`src/rtl/cursor_pkg.sv`:
```
// Shared types, scan codes and key-mapping helpers for the cursor move controller.
package cursor_pkg;

    localparam int unsigned BYTE_W = 8;

    typedef enum logic [1:0] {
        DIR_UP    = 2'd0,
        DIR_DOWN  = 2'd1,
        DIR_LEFT  = 2'd2,
        DIR_RIGHT = 2'd3
    } dir_t;

    typedef enum logic [1:0] {
        PFX_IDLE,
        PFX_EXT,
        PFX_BRK,
        PFX_EXT_BRK
    } pfx_state_t;

    localparam logic [BYTE_W-1:0] SC_EXT        = 8'hE0;
    localparam logic [BYTE_W-1:0] SC_BRK        = 8'hF0;
    localparam logic [BYTE_W-1:0] SC_P0_UP      = 8'h1D;
    localparam logic [BYTE_W-1:0] SC_P0_DOWN    = 8'h1B;
    localparam logic [BYTE_W-1:0] SC_P0_LEFT    = 8'h1C;
    localparam logic [BYTE_W-1:0] SC_P0_RIGHT   = 8'h23;
    localparam logic [BYTE_W-1:0] SC_P0_CONFIRM = 8'h29;
    localparam logic [BYTE_W-1:0] SC_P1_UP      = 8'h75;
    localparam logic [BYTE_W-1:0] SC_P1_DOWN    = 8'h72;
    localparam logic [BYTE_W-1:0] SC_P1_LEFT    = 8'h6B;
    localparam logic [BYTE_W-1:0] SC_P1_RIGHT   = 8'h74;
    localparam logic [BYTE_W-1:0] SC_P1_CONFIRM = 8'h5A;

    typedef struct packed {
        logic [BYTE_W-1:0] code;
        logic              ext;
        logic              brk;
    } key_evt_t;

    typedef struct packed {
        logic hit;
        dir_t dir;
    } dir_hit_t;

    // Direction lookup for the given player; P0 keys are normal codes, P1 keys extended.
    function automatic dir_hit_t map_dir(input key_evt_t evt, input logic player);
        dir_hit_t res;
        res.hit = 1'b0;
        res.dir = DIR_UP;
        if (!player && !evt.ext) begin
            case (evt.code)
                SC_P0_UP:    begin res.hit = 1'b1; res.dir = DIR_UP;    end
                SC_P0_DOWN:  begin res.hit = 1'b1; res.dir = DIR_DOWN;  end
                SC_P0_LEFT:  begin res.hit = 1'b1; res.dir = DIR_LEFT;  end
                SC_P0_RIGHT: begin res.hit = 1'b1; res.dir = DIR_RIGHT; end
                default:     res.hit = 1'b0;
            endcase
        end else if (player && evt.ext) begin
            case (evt.code)
                SC_P1_UP:    begin res.hit = 1'b1; res.dir = DIR_UP;    end
                SC_P1_DOWN:  begin res.hit = 1'b1; res.dir = DIR_DOWN;  end
                SC_P1_LEFT:  begin res.hit = 1'b1; res.dir = DIR_LEFT;  end
                SC_P1_RIGHT: begin res.hit = 1'b1; res.dir = DIR_RIGHT; end
                default:     res.hit = 1'b0;
            endcase
        end
        return res;
    endfunction

    // Both confirm keys are normal (non-extended) codes.
    function automatic logic is_confirm(input key_evt_t evt, input logic player);
        return !evt.ext && (evt.code == (player ? SC_P1_CONFIRM : SC_P0_CONFIRM));
    endfunction

endpackage

```
`src/rtl/cursor_move_ctrl_decoder.sv`:
```
// PS/2 set-2 prefix tracker: folds E0/F0 prefixes into a single key event strobe.
module cursor_move_ctrl_decoder
    import cursor_pkg::*;
(
    input  logic              clk,
    input  logic              rst_n,
    input  logic              i_ps2_valid,
    input  logic [BYTE_W-1:0] i_ps2_byte,
    output logic              o_evt_valid_c,
    output key_evt_t          o_evt_c
);

    pfx_state_t r_state;
    pfx_state_t w_state_nxt;

    always_ff @(posedge clk) begin
        if (!rst_n) begin
            r_state <= PFX_IDLE;
        end else begin
            r_state <= w_state_nxt;
        end
    end

    // Event is combinational so the top can register its response one cycle after the final byte.
    always_comb begin
        w_state_nxt   = r_state;
        o_evt_valid_c = 1'b0;
        o_evt_c       = '{code: i_ps2_byte, ext: 1'b0, brk: 1'b0};
        if (i_ps2_valid) begin
            case (r_state)
                PFX_IDLE: begin
                    if (i_ps2_byte == SC_EXT) begin
                        w_state_nxt = PFX_EXT;
                    end else if (i_ps2_byte == SC_BRK) begin
                        w_state_nxt = PFX_BRK;
                    end else begin
                        o_evt_valid_c = 1'b1;
                    end
                end
                PFX_EXT: begin
                    if (i_ps2_byte == SC_BRK) begin
                        w_state_nxt = PFX_EXT_BRK;
                    end else if (i_ps2_byte != SC_EXT) begin
                        o_evt_valid_c = 1'b1;
                        o_evt_c.ext   = 1'b1;
                        w_state_nxt   = PFX_IDLE;
                    end
                end
                PFX_BRK: begin
                    if (i_ps2_byte != SC_BRK) begin
                        o_evt_valid_c = 1'b1;
                        o_evt_c.brk   = 1'b1;
                        w_state_nxt   = PFX_IDLE;
                    end
                end
                PFX_EXT_BRK: begin
                    o_evt_valid_c = 1'b1;
                    o_evt_c.ext   = 1'b1;
                    o_evt_c.brk   = 1'b1;
                    w_state_nxt   = PFX_IDLE;
                end
                default: w_state_nxt = PFX_IDLE;
            endcase
        end
    end

endmodule

```
`src/rtl/cursor_move_ctrl.sv`:
```
// Turn-arbitrated cursor move sequencer: one step per key press plus timed auto-repeat.
module cursor_move_ctrl
    import cursor_pkg::*;
#(
    parameter int unsigned REPEAT_DELAY  = 12500000,
    parameter int unsigned REPEAT_PERIOD = 2500000,
    parameter int unsigned CNT_W         = 24
) (
    input  logic              clk,
    input  logic              rst_n,
    input  logic              ps2_valid,
    input  logic [BYTE_W-1:0] ps2_byte,
    output logic              mv_valid,
    output logic [1:0]        mv_dir,
    output logic              mv_player,
    output logic              confirm,
    output logic              turn
);

    logic     w_evt_valid;
    key_evt_t w_evt;
    dir_hit_t w_map;
    logic     w_cfm_key;
    logic     w_same_key;

    logic             r_mv_valid, w_mv_valid_nxt;
    dir_t             r_mv_dir, w_mv_dir_nxt;
    logic             r_mv_player, w_mv_player_nxt;
    logic             r_confirm, w_confirm_nxt;
    logic             r_turn, w_turn_nxt;
    logic             r_held_vld, w_held_vld_nxt;
    dir_t             r_held_dir, w_held_dir_nxt;
    logic [CNT_W-1:0] r_cnt, w_cnt_nxt;

    cursor_move_ctrl_decoder u_decoder (
        .clk           (clk),
        .rst_n         (rst_n),
        .i_ps2_valid   (ps2_valid),
        .i_ps2_byte    (ps2_byte),
        .o_evt_valid_c (w_evt_valid),
        .o_evt_c       (w_evt)
    );

    // Only the active player's keys are ever recognised.
    assign w_map      = map_dir(w_evt, r_turn);
    assign w_cfm_key  = is_confirm(w_evt, r_turn);
    assign w_same_key = w_map.hit && r_held_vld && (r_held_dir == w_map.dir);

    // Repeat timer first, then key events override it (a new make or release beats expiry).
    always_comb begin
        w_mv_valid_nxt  = 1'b0;
        w_mv_dir_nxt    = r_mv_dir;
        w_mv_player_nxt = r_mv_player;
        w_confirm_nxt   = 1'b0;
        w_turn_nxt      = r_turn;
        w_held_vld_nxt  = r_held_vld;
        w_held_dir_nxt  = r_held_dir;
        w_cnt_nxt       = r_cnt;

        if (r_held_vld) begin
            if (r_cnt == CNT_W'(1)) begin
                w_mv_valid_nxt  = 1'b1;
                w_mv_dir_nxt    = r_held_dir;
                w_mv_player_nxt = r_turn;
                w_cnt_nxt       = CNT_W'(REPEAT_PERIOD);
            end else begin
                w_cnt_nxt = r_cnt - CNT_W'(1);
            end
        end

        if (w_evt_valid) begin
            if (!w_evt.brk && w_cfm_key) begin
                w_confirm_nxt  = 1'b1;
                w_turn_nxt     = ~r_turn;
                w_held_vld_nxt = 1'b0;
                w_cnt_nxt      = '0;
                w_mv_valid_nxt = 1'b0;
            end else if (!w_evt.brk && w_map.hit && !w_same_key) begin
                w_held_vld_nxt  = 1'b1;
                w_held_dir_nxt  = w_map.dir;
                w_mv_valid_nxt  = 1'b1;
                w_mv_dir_nxt    = w_map.dir;
                w_mv_player_nxt = r_turn;
                w_cnt_nxt       = CNT_W'(REPEAT_DELAY);
            end else if (w_evt.brk && w_same_key) begin
                w_held_vld_nxt = 1'b0;
                w_cnt_nxt      = '0;
                w_mv_valid_nxt = 1'b0;
            end
        end
    end

    always_ff @(posedge clk) begin
        if (!rst_n) begin
            r_mv_valid  <= 1'b0;
            r_mv_dir    <= DIR_UP;
            r_mv_player <= 1'b0;
            r_confirm   <= 1'b0;
            r_turn      <= 1'b0;
            r_held_vld  <= 1'b0;
            r_held_dir  <= DIR_UP;
            r_cnt       <= '0;
        end else begin
            r_mv_valid  <= w_mv_valid_nxt;
            r_mv_dir    <= w_mv_dir_nxt;
            r_mv_player <= w_mv_player_nxt;
            r_confirm   <= w_confirm_nxt;
            r_turn      <= w_turn_nxt;
            r_held_vld  <= w_held_vld_nxt;
            r_held_dir  <= w_held_dir_nxt;
            r_cnt       <= w_cnt_nxt;
        end
    end

    assign mv_valid  = r_mv_valid;
    assign mv_dir    = r_mv_dir;
    assign mv_player = r_mv_player;
    assign confirm   = r_confirm;
    assign turn      = r_turn;

endmodule

```
`config.mk`:
```
export PLATFORM = sky130hd
export DESIGN_NAME = cursor_move_ctrl
export DESIGN_NICKNAME = d
export VERILOG_FILES = /design/src/rtl/cursor_pkg.sv /design/src/rtl/cursor_move_ctrl_decoder.sv /design/src/rtl/cursor_move_ctrl.sv
export SDC_FILE = /design/constraint.sdc
export NUM_CORES = 1
export LEC_CHECK = 0
export CELL_PAD_IN_SITES_DETAIL_PLACEMENT = 1
export CELL_PAD_IN_SITES_GLOBAL_PLACEMENT = 1
export CORE_UTILIZATION = 44
export CTS_CLUSTER_DIAMETER = 150
export DETAILED_ROUTE_END_ITERATION = 8
export GPL_ROUTABILITY_DRIVEN = 0
export PLACE_DENSITY = 0.75
export SKIP_CTS_REPAIR_TIMING = 1
export SLEW_MARGIN = 40
export SYNTH_ARGS = -nofsm -noshare
export SYNTH_HDL_FRONTEND = slang
export SYNTH_HIERARCHICAL = 1
export SYNTH_SLANG_ARGS = --single-unit
```
`constraint.sdc`:
```
create_clock -name clk -period 4.4 [get_ports clk]
set_clock_uncertainty 0.15 [all_clocks]
set_input_delay 0.88 -clock clk [delete_from_list [all_inputs] [get_ports clk]]
set_output_delay 0.88 -clock clk [all_outputs]
set_load 0.01 [all_outputs]
```
* Word-level counts from Yosys, hierarchy flattened *
Index checks and enable logic that the tools add are counted.

cells by class
  add/subtract/negate cells = 1
  equality and inequality tests = 21
  mux-type cells = 49
  bitwise operators = 2
  reduce and logical (&&, ||, !) cells = 22

operator list
  cell                     count
  $mux W24                 6
  $eq A8 B7 Y1 const B     4
  $eq A24 B1 Y1 const B    1
  $eq A8 B5 Y1 const B     3
  $sub A24 B1 Y24 const B  1
  $mux W1                  23
  $mux W2                  11
  $eq A8 B8 Y1 const B     2
  $ne A8 B8 Y1 const B     2
  $pmux W2 S3              2
  $logic_and A1 B1 Y1      9
  $eq A8 B6 Y1 const B     1
  $eq A8 B7 Y1             1
  $pmux W2 S4              1
  $reduce_or A4 Y1         2
  $mux W7                  1
  $mux W3                  2
  $ne A3 B1 Y1 const B     2
  $reduce_and A2 Y1        3
  $eq A2 B2 Y1 const B     2
  $logic_not A1 Y1         4
  $pmux W1 S2              2
  $pmux W1 S4              1
  $reduce_and A4 Y1        1
  7 further kinds          8

storage, ports and cells
  register bits = 35
  bits of input ports = 11
  output and inout port bits = 6
  logic and storage cells = 104

* Depth between registers and ports, before layout *
  depth after elaboration = 15
  mapped depth = 12
  gate-level depth less buffers = 10

* By module *
The synthesis kept the hierarchy.

modules (own cells, without submodules)
  module                    instances  cells each  area an instance (µm²)  seq. area each (µm²)
  cursor_move_ctrl          1          209         1869.3                  660.6
  cursor_move_ctrl_decoder  1          27          214.0                   40.0

* Worst setup path after synthesis *
Ideal clock, no wire load.

  kind = input-to-reg
  start = input port ps2_byte[7]
  end = register r_cnt[14]
  library setup time = 0.073 ns
  arrival time = 3.189 ns
  data required time = 4.177 ns
  slack = 0.988 ns
  stages on the path = 10
  path through = buf_4 > or4b_4 > or4b_4 > a21oi_4 > nor3_2 > o211a_4 > a31o_1 > buf_6 > buf_6 > nor3_2

on the way
  cells in the longest elaborated chain, start to end = 15

ends and longest elaborated chain
  item                                                     line                                                  text
  from (decl)                                              cursor_move_ctrl.sv:12                                input logic [BYTE_W-1:0] ps2_byte,
  $ne A8 B8 Y1                                             cursor_move_ctrl_decoder.sv:43                        end else if (i_ps2_byte != SC_EXT) begin
  $mux W1                                                  cursor_move_ctrl_decoder.sv:43
  $mux W1                                                  cursor_move_ctrl_decoder.sv:41                        if (i_ps2_byte == SC_BRK) begin
  $pmux W1 S2                                              cursor_move_ctrl_decoder.sv:30                        case (r_state)
  $mux W2                                                  cursor_move_ctrl_decoder.sv:29                        if (i_ps2_valid) begin
  $logic_and A1 B1 Y1 or $logic_not A1 Y1 (tied branches)  cursor_pkg.sv:57, cursor_pkg.sv:49, cursor_pkg.sv:71
  $mux W3 or $logic_and A1 B1 Y1 (tied branches)           cursor_pkg.sv:57, cursor_pkg.sv:49
  $mux W3                                                  cursor_pkg.sv:49                                      if (!player && !evt.ext) begin
  $eq A2 B2 Y1 or $logic_and A1 B1 Y1 (tied branches)      cursor_move_ctrl.sv:47                                assign w_same_key = w_map.hit && r_held_vld && (r_held_dir == w_map.dir);
  $logic_and A1 B1 Y1                                      cursor_move_ctrl.sv:47
  $logic_and A1 B1 Y1 or $logic_not A1 Y1 (tied branches)  cursor_move_ctrl.sv:85, cursor_move_ctrl.sv:78
  $mux W24 or $logic_and A1 B1 Y1 (tied branches)          cursor_move_ctrl.sv:85, cursor_move_ctrl.sv:78
  $mux W24                                                 cursor_move_ctrl.sv:78                                end else if (!w_evt.brk && w_map.hit && !w_same_key) begin
  $mux W24                                                 cursor_move_ctrl.sv:72                                if (!w_evt.brk && w_cfm_key) begin
  $mux W24 (*)                                             cursor_move_ctrl.sv:71                                if (w_evt_valid) begin
  to (signal assigned)                                     cursor_move_ctrl.sv:111                               r_cnt <= w_cnt_nxt;
  to (decl)                                                cursor_move_ctrl.sv:33                                logic [CNT_W-1:0] r_cnt, w_cnt_nxt;

Every way passes the cells marked *; elsewhere a longest branch is shown, timed or not.
A chain may end at the register's enable or synchronous reset.

==> reports/qor.csv <==
stage,metric,value,unit
worst_setup_path,reg2reg_depth,8,
timing,slew_headroom,0.6073,
layout,multiInputGateArea,0.001250,mm^2
worst_setup_path,arrival,3.94,ns
grt,grt_overflow,0,
route,dr_total_vias,1743,
hold_path,min_to,mv_player,
timing,max_freq,257.7,MHz
worst_setup_path,crit_family,simple AND/OR/NAND/NOR gates,
worst_setup_path,reg2reg_to,mv_player,
yosys,async_flop_share,0,
floorplanning,start_util,0.4688,
grt,gr-usage-all-layers,0.2186,
power,power.leakage,0.8371,nW
route,wl,5048,um
timing,fin_tns_setup,0,ns
hold_path,hold_start,mv_player,
placement,io_buffers,16,
hold_path,hp-class,reg -> reg,
layout,layout.cells.non_filler,299,
timing,min_period,3.880,ns
yosys,synth.most_common_cell,dfxtp_1,
clock_network,cts_tree,done,
clock_network,path_clk_slew,0.07,ns
timing,slew_viol_final,0,
placement,dp_hpwl,3544,um
grt,grt_pass1_vias,1838,
clock_network,cts_buffers,5,
yosys,synth_commonest_cells,"35 x dfxtp_1, 26 x nand2_1, 15 x nor2_1",
layout,n_fill_cell,547,
worst_setup_path,timing.rr.start,r_cnt[9],
worst_setup_path,cp.required,4.45,ns
floorplanning,die_w,70.81,um
yosys,synth-main-ff-cell,dfxtp_1,
route,drt_iter0_drc,73,
yosys,avgSynthCellArea,8.827,um^2
layout,area_growth,10.99,%
worst_setup_path,cp-end-kind,flip-flop,
clock_network,clock_sinks,35,
yosys,yosys_warnings,6,
power,powerDensity,268.4,mW/mm^2
grt,grt_max_degree,17,
worst_setup_path,crit_buf_inv,1,
yosys,seq_area_frac_synth,0.3363,
yosys,yosys.area.top_type,dfxtp_1,
clock_network,htreeDepth,2,
timing,rsz0062_at_grt,no,
route,drcViolationCount,0,
worst_setup_path,cp-start-kind,primary input,
hold_path,holdPathStages,2,
timing,setup_viol,0,
floorplanning,row_count,24,
worst_setup_path,max_stage_delay,0.57,ns
yosys,synth-edff-count,0,
yosys,yosys.cell_types.count,55,
grt,grt_antenna_before_repair,0,
grt,grt_pass1_wl,8638,um
layout,layout.nets,260,
layout,layout-drive-gt1-share,0.1417,
worst_setup_path,worst_path_max_delay_cell,clkdlybuf4s50_1,
clock_network,cts.path.max_buffers,2,
clock_network,clock_latency,0.29,ns
worst_setup_path,criticalPathCategory,in -> reg,
yosys,yosys-top-cells-area,"dfxtp_1 34%, xnor2_1 5.5%, nand2_1 4.7%",
route,ant_nets,0,
timing,hold_violations,0,
timing,fin_hold_ws,0.3304,ns
flow_run,cap_viol_max_count,0,
yosys,yosys.area.top_type_share,0.3363,
yosys,synth_seq_cells,35,
floorplanning,core_area,0.004444,mm^2
worst_setup_path,cp_cell_sequence,"clkdlybuf4s50_1, nor3b_2, nand4_2, o211a_1, or2_2, nor4_1, a31o_2, nand2_1, a31oi_1, nand2_1, a31oi_1",
placement,dp_cells,292,
route,drtPass1Iterations,4,
timing,worstMarginPinSlew,0.5876,ns
floorplanning,fp.dieH,70.81,um
layout,diodes,0,
yosys,synth_nets,249,
floorplanning,ioPinCount,17,
yosys,synth_cells,236,
run_status,status,"finished, final reports clean",
route,viasPerCell,5.829,
timing,fin_crit_sh,0.8819,
worst_setup_path,cp_max_fo,16,
worst_setup_path,regToRegSetupSlack,1.17,ns
layout,final-seq-area,700.7,um^2
power,ir_worst_vdd,0.0001648,V
floorplanning,die_area,0.005014,mm^2
clock_network,root_buffer,clkbuf_8,
yosys,syn_area,0.002083,mm^2
route,wl_per_cell,16.88,um
## per-stage QoR
step / cell area (um^2) / total power, mW / setup slack (ns) / utilization
2_1_floorplan: 2083 / 0.3737 / 0.9879 / -
3_3_place_gp: 2225 / 0.3884 / 0.3159 / 0.5006
3_5_place_dp: 2225 / 0.3892 / 0.2143 / 0.5006
4_1_cts: 2312 / 0.6250 / 0.5088 / 0.5203
5_1_grt: 2312 / 0.6458 / 0.2614 / 0.5203
6_report: 2312 / 0.6206 / 0.5198 / 0.5203
## worst max-delay path by stage
stage / endpoint / startpoint / slack [ns] / cells past startpoint
finish: r_cnt[18] / ps2_byte[5] / 0.52 / 11
global placement: r_cnt[11] / ps2_byte[5] / 0.32 / 11
detailed placement: r_cnt[18] / ps2_byte[5] / 0.21 / 11
global route: r_cnt[11] / ps2_byte[1] / 0.26 / 11
floorplan: r_cnt[14] / ps2_byte[7] / 0.99 / 10
CTS: r_cnt[18] / ps2_byte[5] / 0.51 / 11
## worst register-to-register path, delay by kind of cell (launching register included)
kind	cells	cell delay, ns
AND/OR/NAND/NOR	5	2.10
flip-flops	1	0.34
buffers and inverters	1	0.22
multiplexers	1	0.19
AO/OA/AOI/OAI	1	0.16
## state kept, by name, summed over array words and instances (netlist names)
signal	cells
r_held_vld	1
r_held_dir	2
mv_valid	1
r_cnt	24
turn	1
confirm	1
mv_player	1
mv_dir	2
u_decoder/r_state	2
## cell type report
cell class                 count  share of cell area
timing repair buffer          20             0.08225
multi-input combinational    180              0.5406
sequential                    35              0.3030
clock buffer                   6             0.03571
inverter                       5            0.008117
tap                           52             0.02814
clock inverter                 1            0.002164
## logic make-up after synthesis
group | share of synthesized area
AO/OA/AOI/OAI | 0.1778
XOR/XNOR | 0.09670
adder cells (fa/ha/maj) | 0.01201
buffers and inverters | 0.06366
flip-flops | 0.3363
multiplexers | 0.01982
AND/OR/NAND/NOR | 0.2937
## placed cells by master (no fill, tap or decap), types with 4 or more instances in the layout
cell type         n
clkbuf_8          6
nor3_1           14
inv_1             5
xor2_1           10
nand3b_1          4
nand2_1          26
a21oi_1           9
o21a_1            4
clkdlybuf4s50_1  16
a31oi_1           7
or3_1             5
a211oi_2          4
nor2_1           15
nor4_1            4
o21ai_0           5
dfxtp_1          35
buf_4             4
o22ai_1           5
nand2b_1          5
xnor2_1          13
## power by group
part	switching, mW	leakage, nW	internal [mW]
Clock	0.115	0.0470	0.123
Sequential	0.00404	0.282	0.321
Combinational	0.0324	0.508	0.0257
Total	0.152	0.837	0.469
## metal layers
metal	up-vias	wire length, um	track usage
met5	-	0	0
met4	0	37	0.06889
met1	845	2575	0.2910
li1	877	-	-
met2	16	2327	0.3611
met3	5	107	0.03846
Power figures use the tool's default switching activity.
